--- config.mk ---
export PLATFORM = sky130hd
export DESIGN_NAME = bus_arbiter8_flat
export DESIGN_NICKNAME = d
export VERILOG_FILES = /design/src/rtl/bus_arbiter8_if.sv /design/src/rtl/bus_arbiter8.sv /design/src/flat_wrapper.sv
export SDC_FILE = /design/constraint.sdc
export NUM_CORES = 1
export LEC_CHECK = 0
export ABC_AREA = 1
export CAP_MARGIN = 10
export CORE_AREA = 10 10 98 100
export DETAILED_ROUTE_END_ITERATION = 12
export DIE_AREA = 0 0 108 110
export SLEW_MARGIN = 25
export SYNTH_ARGS = -nofsm -noshare
export SYNTH_HDL_FRONTEND = slang
export SYNTH_SLANG_ARGS = --single-unit
--- constraint.sdc ---
create_clock -name Clock -period 7.4 [get_ports Clock]
set_input_delay 1.48 -clock Clock [delete_from_list [all_inputs] [get_ports Clock]]
set_output_delay 1.48 -clock Clock [all_outputs]
set_load 0.005 [all_outputs]
--- src/rtl/bus_arbiter8_if.sv ---
// Request/grant bundle between the bus requesters and the round-robin arbiter.
// The slave side is the arbiter; the master side is the requester population.
interface bus_arbiter8_if;
   logic [7:0] req;
   logic [7:0] grant;
   logic [2:0] owner;
   logic       busy;
   logic       handoff;

   modport slave  (input req, output grant, owner, busy, handoff);
   modport master (output req, input grant, owner, busy, handoff);
endinterface

--- src/rtl/bus_arbiter8.sv ---
// Round-robin arbiter for the 8-input one-hot bus mux, with a hold limit
// so no owner keeps the bus beyond MAXHOLD cycles while others are waiting.
module bus_arbiter8 #(
   parameter int unsigned MAXHOLD = 4
) (
   input logic          Clock,
   input logic          Resetn,
   bus_arbiter8_if.slave bus
);
   localparam int unsigned   CW       = $clog2(MAXHOLD + 1);
   localparam logic [CW-1:0] HOLD_MAX = CW'(MAXHOLD);

   typedef enum logic {IDLE, OWN} state_t;

   state_t        state_q, state_d;
   logic [2:0]    ptr_q, ptr_d;
   logic [2:0]    owner_q, owner_d;
   logic [CW-1:0] cnt_q, cnt_d;
   logic [7:0]    grant_q, grant_d;
   logic          busy_q;
   logic          handoff_q, handoff_d;

   logic [7:0]    others;
   logic [3:0]    sel_idle, sel_next;

   // Returns {found, index} of the first set bit of mask, searching upward from start.
   function automatic logic [3:0] pick(input logic [7:0] mask, input logic [2:0] start);
      logic [3:0] r;
      logic [2:0] idx;
      r = '0;
      for (int unsigned i = 0; i < 8; i++) begin
         idx = start + 3'(i);
         if (!r[3] && mask[idx]) r = {1'b1, idx};
      end
      return r;
   endfunction

   always_ff @(posedge Clock or negedge Resetn) begin
      if (!Resetn) begin
         state_q   <= IDLE;
         ptr_q     <= '0;
         owner_q   <= '0;
         cnt_q     <= '0;
         grant_q   <= '0;
         busy_q    <= 1'b0;
         handoff_q <= 1'b0;
      end else begin
         state_q   <= state_d;
         ptr_q     <= ptr_d;
         owner_q   <= owner_d;
         cnt_q     <= cnt_d;
         grant_q   <= grant_d;
         busy_q    <= |grant_d;
         handoff_q <= handoff_d;
      end
   end

   always_comb begin
      state_d   = state_q;
      ptr_d     = ptr_q;
      owner_d   = owner_q;
      cnt_d     = cnt_q;
      grant_d   = grant_q;
      handoff_d = 1'b0;
      others    = bus.req & ~grant_q;
      sel_idle  = pick(bus.req, ptr_q);
      sel_next  = pick(others, owner_q + 3'd1);
      case (state_q)
         IDLE: begin
            if (sel_idle[3]) begin
               state_d   = OWN;
               owner_d   = sel_idle[2:0];
               grant_d   = 8'b1 << sel_idle[2:0];
               cnt_d     = CW'(1);
               handoff_d = 1'b1;
               ptr_d     = sel_idle[2:0] + 3'd1;
            end
         end
         OWN: begin
            // Release and preempt share the same zero-bubble switch to the next waiter.
            if ((!bus.req[owner_q] || cnt_q == HOLD_MAX) && sel_next[3]) begin
               owner_d   = sel_next[2:0];
               grant_d   = 8'b1 << sel_next[2:0];
               cnt_d     = CW'(1);
               handoff_d = 1'b1;
               ptr_d     = sel_next[2:0] + 3'd1;
            end else if (!bus.req[owner_q]) begin
               state_d = IDLE;
               owner_d = '0;
               grant_d = '0;
               cnt_d   = '0;
            end else if (cnt_q != HOLD_MAX) begin
               cnt_d = cnt_q + 1'b1;
            end
         end
         default: state_d = IDLE;
      endcase
   end

   always_comb begin
      bus.grant   = grant_q;
      bus.owner   = owner_q;
      bus.busy    = busy_q;
      bus.handoff = handoff_q;
   end
endmodule

--- src/flat_wrapper.sv ---
// flat-port wrapper written by rule: the top's interface ports become plain ports
module bus_arbiter8_flat 
#(
   parameter int unsigned MAXHOLD = 4
)
  (Clock, Resetn, bus_req, bus_grant, bus_owner, bus_busy, bus_handoff);
  bus_arbiter8_if bus_i ();
  input logic Clock;
  input logic Resetn;
  input wire logic [$bits(bus_i.req)-1:0] bus_req;
  output wire logic [$bits(bus_i.grant)-1:0] bus_grant;
  output wire logic [$bits(bus_i.owner)-1:0] bus_owner;
  output wire logic [$bits(bus_i.busy)-1:0] bus_busy;
  output wire logic [$bits(bus_i.handoff)-1:0] bus_handoff;
  assign bus_i.req = bus_req;
  assign bus_grant = bus_i.grant;
  assign bus_owner = bus_i.owner;
  assign bus_busy = bus_i.busy;
  assign bus_handoff = bus_i.handoff;
  bus_arbiter8 #(.MAXHOLD(MAXHOLD)) u_core (.Clock(Clock), .Resetn(Resetn), .bus(bus_i));
endmodule
==> report_table.html <==
<table>
<tr><th>Metric</th><th>Value</th></tr>
<tr><th colspan="2">Logic synthesis</th></tr>
<tr><td>Synthesized Nets</td><td>506</td></tr>
<tr><td>Number of enable flip-flop cells after synthesis</td><td>0</td></tr>
<tr><td>Synth Flop Type</td><td>sky130_fd_sc_hd__dfrtp_1</td></tr>
<tr><td>Synthesized netlist cell count</td><td>slightly below 500</td></tr>
<tr><td>Share of synthesized registers carrying an async set or reset</td><td>1.000</td></tr>
<tr><td>Count of unique library cells instantiated by Yosys</td><td>36</td></tr>
<tr><td>Post-synthesis register bit count</td><td>20</td></tr>
<tr><td>Post-synthesis instance area</td><td>roughly 3000 sq um</td></tr>
<tr><td>Syn. warnings</td><td>0</td></tr>
<tr><td>Part of the Yosys area used for sequential elements</td><td>0.1676</td></tr>
<tr><td>Synthesized area per cell</td><td>slightly above 6 sq um</td></tr>
<tr><th colspan="2">Global route</th></tr>
<tr><td>First-pass GRT wire length</td><td>about 14 mm</td></tr>
<tr><td>Initial antenna violation count</td><td>0</td></tr>
<tr><td>Overall track demand over capacity in global routing</td><td>0.1399</td></tr>
<tr><td>Number of global-route vias before repair</td><td>approximately 2900</td></tr>
<tr><td>Total overflow reported by the global router</td><td>0</td></tr>
<tr><td>Maximum number of pins on one net before global-route repair</td><td>21</td></tr>
<tr><th colspan="2">Finish</th></tr>
<tr><td>Most used cells in the layout excluding fill and tap cells</td><td>sky130_fd_sc_hd__nand2_1, sky130_fd_sc_hd__nand3_1, sky130_fd_sc_hd__inv_1, sky130_fd_sc_hd__nor2_1, sky130_fd_sc_hd__nand2_2</td></tr>
<tr><td>Syn-to-layout area delta</td><td>10.31%</td></tr>
<tr><td>Commonest non-fill, non-tap cell in the layout</td><td>sky130_fd_sc_hd__nand2_1</td></tr>
<tr><td>Fraction of layout cells with a size suffix above 1</td><td>0.1644</td></tr>
<tr><td>Number of nets in the layout</td><td>approximately 520</td></tr>
<tr><td>Number of inserted diodes</td><td>0</td></tr>
<tr><th colspan="2">Placement</th></tr>
<tr><td>Total half-perimeter wirelength after legalization and detailed placement</td><td>6.755 mm</td></tr>
<tr><td>Place WS</td><td>3268 ps</td></tr>
<tr><td>Buffers on Ports</td><td>22</td></tr>
<tr><td>Gpl congestion</td><td>roughly 0.9</td></tr>
<tr><th colspan="2">Run</th></tr>
<tr><td>Count of max-cap constraint violations</td><td>0</td></tr>
<tr><th colspan="2">Floorplanning</th></tr>
<tr><td>Horizontal extent of the die</td><td>roughly 110 microns</td></tr>
<tr><td>Starting utilization of the core area</td><td>0.3904</td></tr>
<tr><td>Cell Rows</td><td>32</td></tr>
<tr><td>Area enclosed by the die boundary</td><td>between 10000 and 15000 sq um</td></tr>
<tr><td>Chip Height</td><td>approximately 110 microns</td></tr>
<tr><td>Placeable core region</td><td>around 7600 sq um</td></tr>
<tr><td>Number of I/O pins</td><td>23</td></tr>
<tr><th colspan="2">CTS</th></tr>
<tr><td>Clock buffer count from CTS</td><td>3</td></tr>
<tr><td>Buffer count from post-CTS setup fixing</td><td>0</td></tr>
<tr><td>Clock transition at the registers of the reported paths</td><td>70 ps</td></tr>
<tr><td>Clock latency on the worst-skew pair</td><td>between 200 and 300 ps</td></tr>
<tr><td>Clock root buffer master</td><td>sky130_fd_sc_hd__clkbuf_8</td></tr>
<tr><td>Max Root-Sink Buffers</td><td>2</td></tr>
<tr><td>Clock Sink Count</td><td>20</td></tr>
<tr><td>Number of buffers inserted by hold repair at cts</td><td>0</td></tr>
<tr><td>CTS tree</td><td>built</td></tr>
<tr><td>Number of H-tree levels</td><td>1</td></tr>
<tr><td>Post-CTS sizing</td><td>0</td></tr>
<tr><th colspan="2">Timing</th></tr>
<tr><td>Worst setup margin</td><td>3484 ps</td></tr>
<tr><td>Setup total negative slack</td><td>0 ps</td></tr>
<tr><td>Worst max-slew margin expressed relative to the limit</td><td>0.4113</td></tr>
<tr><td>Hold Violations, Final</td><td>0</td></tr>
<tr><td>RSZ-0062 raised after global routing</td><td>no</td></tr>
<tr><td>Peak clock frequency supported by timing</td><td>between 200 and 300 MHz</td></tr>
<tr><td>Worst clock skew</td><td>around 3.7 ps</td></tr>
<tr><td>Final setup violation count</td><td>0</td></tr>
<tr><td>Count of pins over their slew limit</td><td>0</td></tr>
<tr><td>Worst slew pin tran</td><td>about 880 ps</td></tr>
<tr><td>Final cycle utilization of the critical path</td><td>0.5292</td></tr>
<tr><td>Worst hold slack after final layout</td><td>462.5 ps</td></tr>
<tr><td>Fin crit period</td><td>roughly 4000 ps</td></tr>
<tr><th colspan="2">Worst setup path</th></tr>
<tr><td>WP data arrival</td><td>4060 ps</td></tr>
<tr><td>Startpoint type of the worst setup path</td><td>flip-flop</td></tr>
<tr><td>Category of the worst setup path capture point</td><td>flip-flop</td></tr>
<tr><td>Type of the setup path with the least slack</td><td>flip-flop to flip-flop</td></tr>
<tr><td>Worst path required time</td><td>approximately 7500 ps</td></tr>
<tr><td>Highest fanout seen on the critical path</td><td>18</td></tr>
<tr><th colspan="2">Outcome</th></tr>
<tr><td>Outcome</td><td>finished clean</td></tr>
<tr><th colspan="2">Hold path</th></tr>
<tr><td>Path category of the worst min-delay check</td><td>flip-flop to flip-flop</td></tr>
<tr><th colspan="2">Route</th></tr>
<tr><td>DR top layer</td><td>met4</td></tr>
<tr><td>Post-route ant nets</td><td>0</td></tr>
<tr><td>Vias</td><td>between 3000 and 4000</td></tr>
<tr><td>Detail-routed net length per standard cell</td><td>between 10 and 15 microns</td></tr>
<tr><td>Metal1 wirelength</td><td>slightly above 4 mm</td></tr>
<tr><td>Drt pass-1 iters</td><td>5</td></tr>
<tr><td>Via-per-instance ratio</td><td>just over 5</td></tr>
<tr><td>Total length of routed met2 wires</td><td>approximately 3.6 mm</td></tr>
<tr><td>Number of remaining DRC errors</td><td>0</td></tr>
<tr><td>Total wirelength of the detailed-routed design</td><td>about 8.3 mm</td></tr>
<tr><td>Amount of wire on met3 after detailed routing</td><td>between 400 and 500 microns</td></tr>
<tr><td>Initial detailed-routing violation count</td><td>about 190</td></tr>
</table>
state kept, by name (all words and copies together), names as in the netlist:
signal	flops
u_core.state_q	1
u_core.cnt_q	3
u_core.ptr_q	3
u_core.bus.handoff	1
u_core.bus.owner	3
u_core.bus.grant	8
u_core.bus.busy	1
final cells by class:
type	count	area [sq um]
Clock buffer	4	55.05
Fill cell	827	4354
Inverter	66	252.7
Multi-Input combinational cell	393	2137
Sequential cell	20	500.5
Tap cell	102	127.6
Timing Repair Buffer	22	220.2
worst paths after layout:
path	from	to	slack, ps	cells past startpoint
max	u_core.bus.owner[0]	u_core.ptr_q[2]	3480	19
min reg2reg	u_core.cnt_q[2]	u_core.cnt_q[2]	460	1
min in group asynchronous	Resetn	u_core.cnt_q[2]	1720	1
max reg2reg	u_core.bus.owner[0]	u_core.ptr_q[2]	3480	19
max in group asynchronous	Resetn	u_core.bus.grant[5]	5140	1
min	u_core.cnt_q[2]	u_core.cnt_q[2]	460	1
critical path, stage by stage (launching register included):
cell and delay, ps:
sky130_fd_sc_hd__dfrtp_1 750, sky130_fd_sc_hd__inv_4 210, sky130_fd_sc_hd__ha_1 510, sky130_fd_sc_hd__inv_1 360
sky130_fd_sc_hd__nand2_1 110, sky130_fd_sc_hd__nand2_2 190, sky130_fd_sc_hd__nand3_1 150, sky130_fd_sc_hd__nand3_2 110
sky130_fd_sc_hd__nand2_2 80, sky130_fd_sc_hd__nand3_1 70, sky130_fd_sc_hd__nand2_1 50, sky130_fd_sc_hd__nor2_1 160
sky130_fd_sc_hd__nand2_1 70, sky130_fd_sc_hd__nor2_1 90, sky130_fd_sc_hd__nand3_1 80, sky130_fd_sc_hd__nor2_1 240
sky130_fd_sc_hd__o21ai_0 130, sky130_fd_sc_hd__ha_1 200, sky130_fd_sc_hd__xnor2_1 160, sky130_fd_sc_hd__o21ai_1 70
stage by stage:
stage,util,instances,area [sq um]
6_report,0.4306,607,3293
4_1_cts,0.4306,607,3293
5_1_grt,0.4306,607,3293
2_1_floorplan,-,489,2985
3_3_place_gp,0.4234,603,3238
3_5_place_dp,0.4234,603,3238
Yosys cell counts, types with 3 or more instances:
cell | count | share of area
sky130_fd_sc_hd__inv_2 | 6 | 0.0075
sky130_fd_sc_hd__inv_1 | 57 | 0.072
sky130_fd_sc_hd__nand2_4 | 7 | 0.026
sky130_fd_sc_hd__buf_6 | 6 | 0.023
sky130_fd_sc_hd__nand3_2 | 18 | 0.060
sky130_fd_sc_hd__nand2_2 | 27 | 0.057
sky130_fd_sc_hd__nand4_1 | 8 | 0.017
sky130_fd_sc_hd__ha_1 | 7 | 0.029
sky130_fd_sc_hd__a21oi_1 | 5 | 0.0084
sky130_fd_sc_hd__nor2_2 | 7 | 0.015
sky130_fd_sc_hd__nor3_1 | 3 | 0.0050
sky130_fd_sc_hd__o21ai_0 | 10 | 0.017
sky130_fd_sc_hd__nor2_1 | 46 | 0.058
sky130_fd_sc_hd__nand2_1 | 146 | 0.18
sky130_fd_sc_hd__nand3_1 | 83 | 0.14
sky130_fd_sc_hd__xor2_1 | 3 | 0.0088
sky130_fd_sc_hd__buf_4 | 3 | 0.0075
sky130_fd_sc_hd__dfrtp_1 | 20 | 0.17
layer usage:
metal  global-route usage  up-vias
li1                     -     1602
met1               0.1991     1403
met2               0.2207       86
met3              0.02205        6
met4              0.02099        0
met5                    0        -
cell families after synthesis:
group | Yosys count | synth area share
fa+ha+maj | 7 | 0.02934
xor+xnor | 5 | 0.01467
flops | 20 | 0.1676
compound gates | 28 | 0.06496
simple gates | 353 | 0.6069
buf+inv | 76 | 0.1165
Power is left out: the tool's default activity adds up to more than one toggle a clock period on the data nets, which glitch-free logic cannot reach.
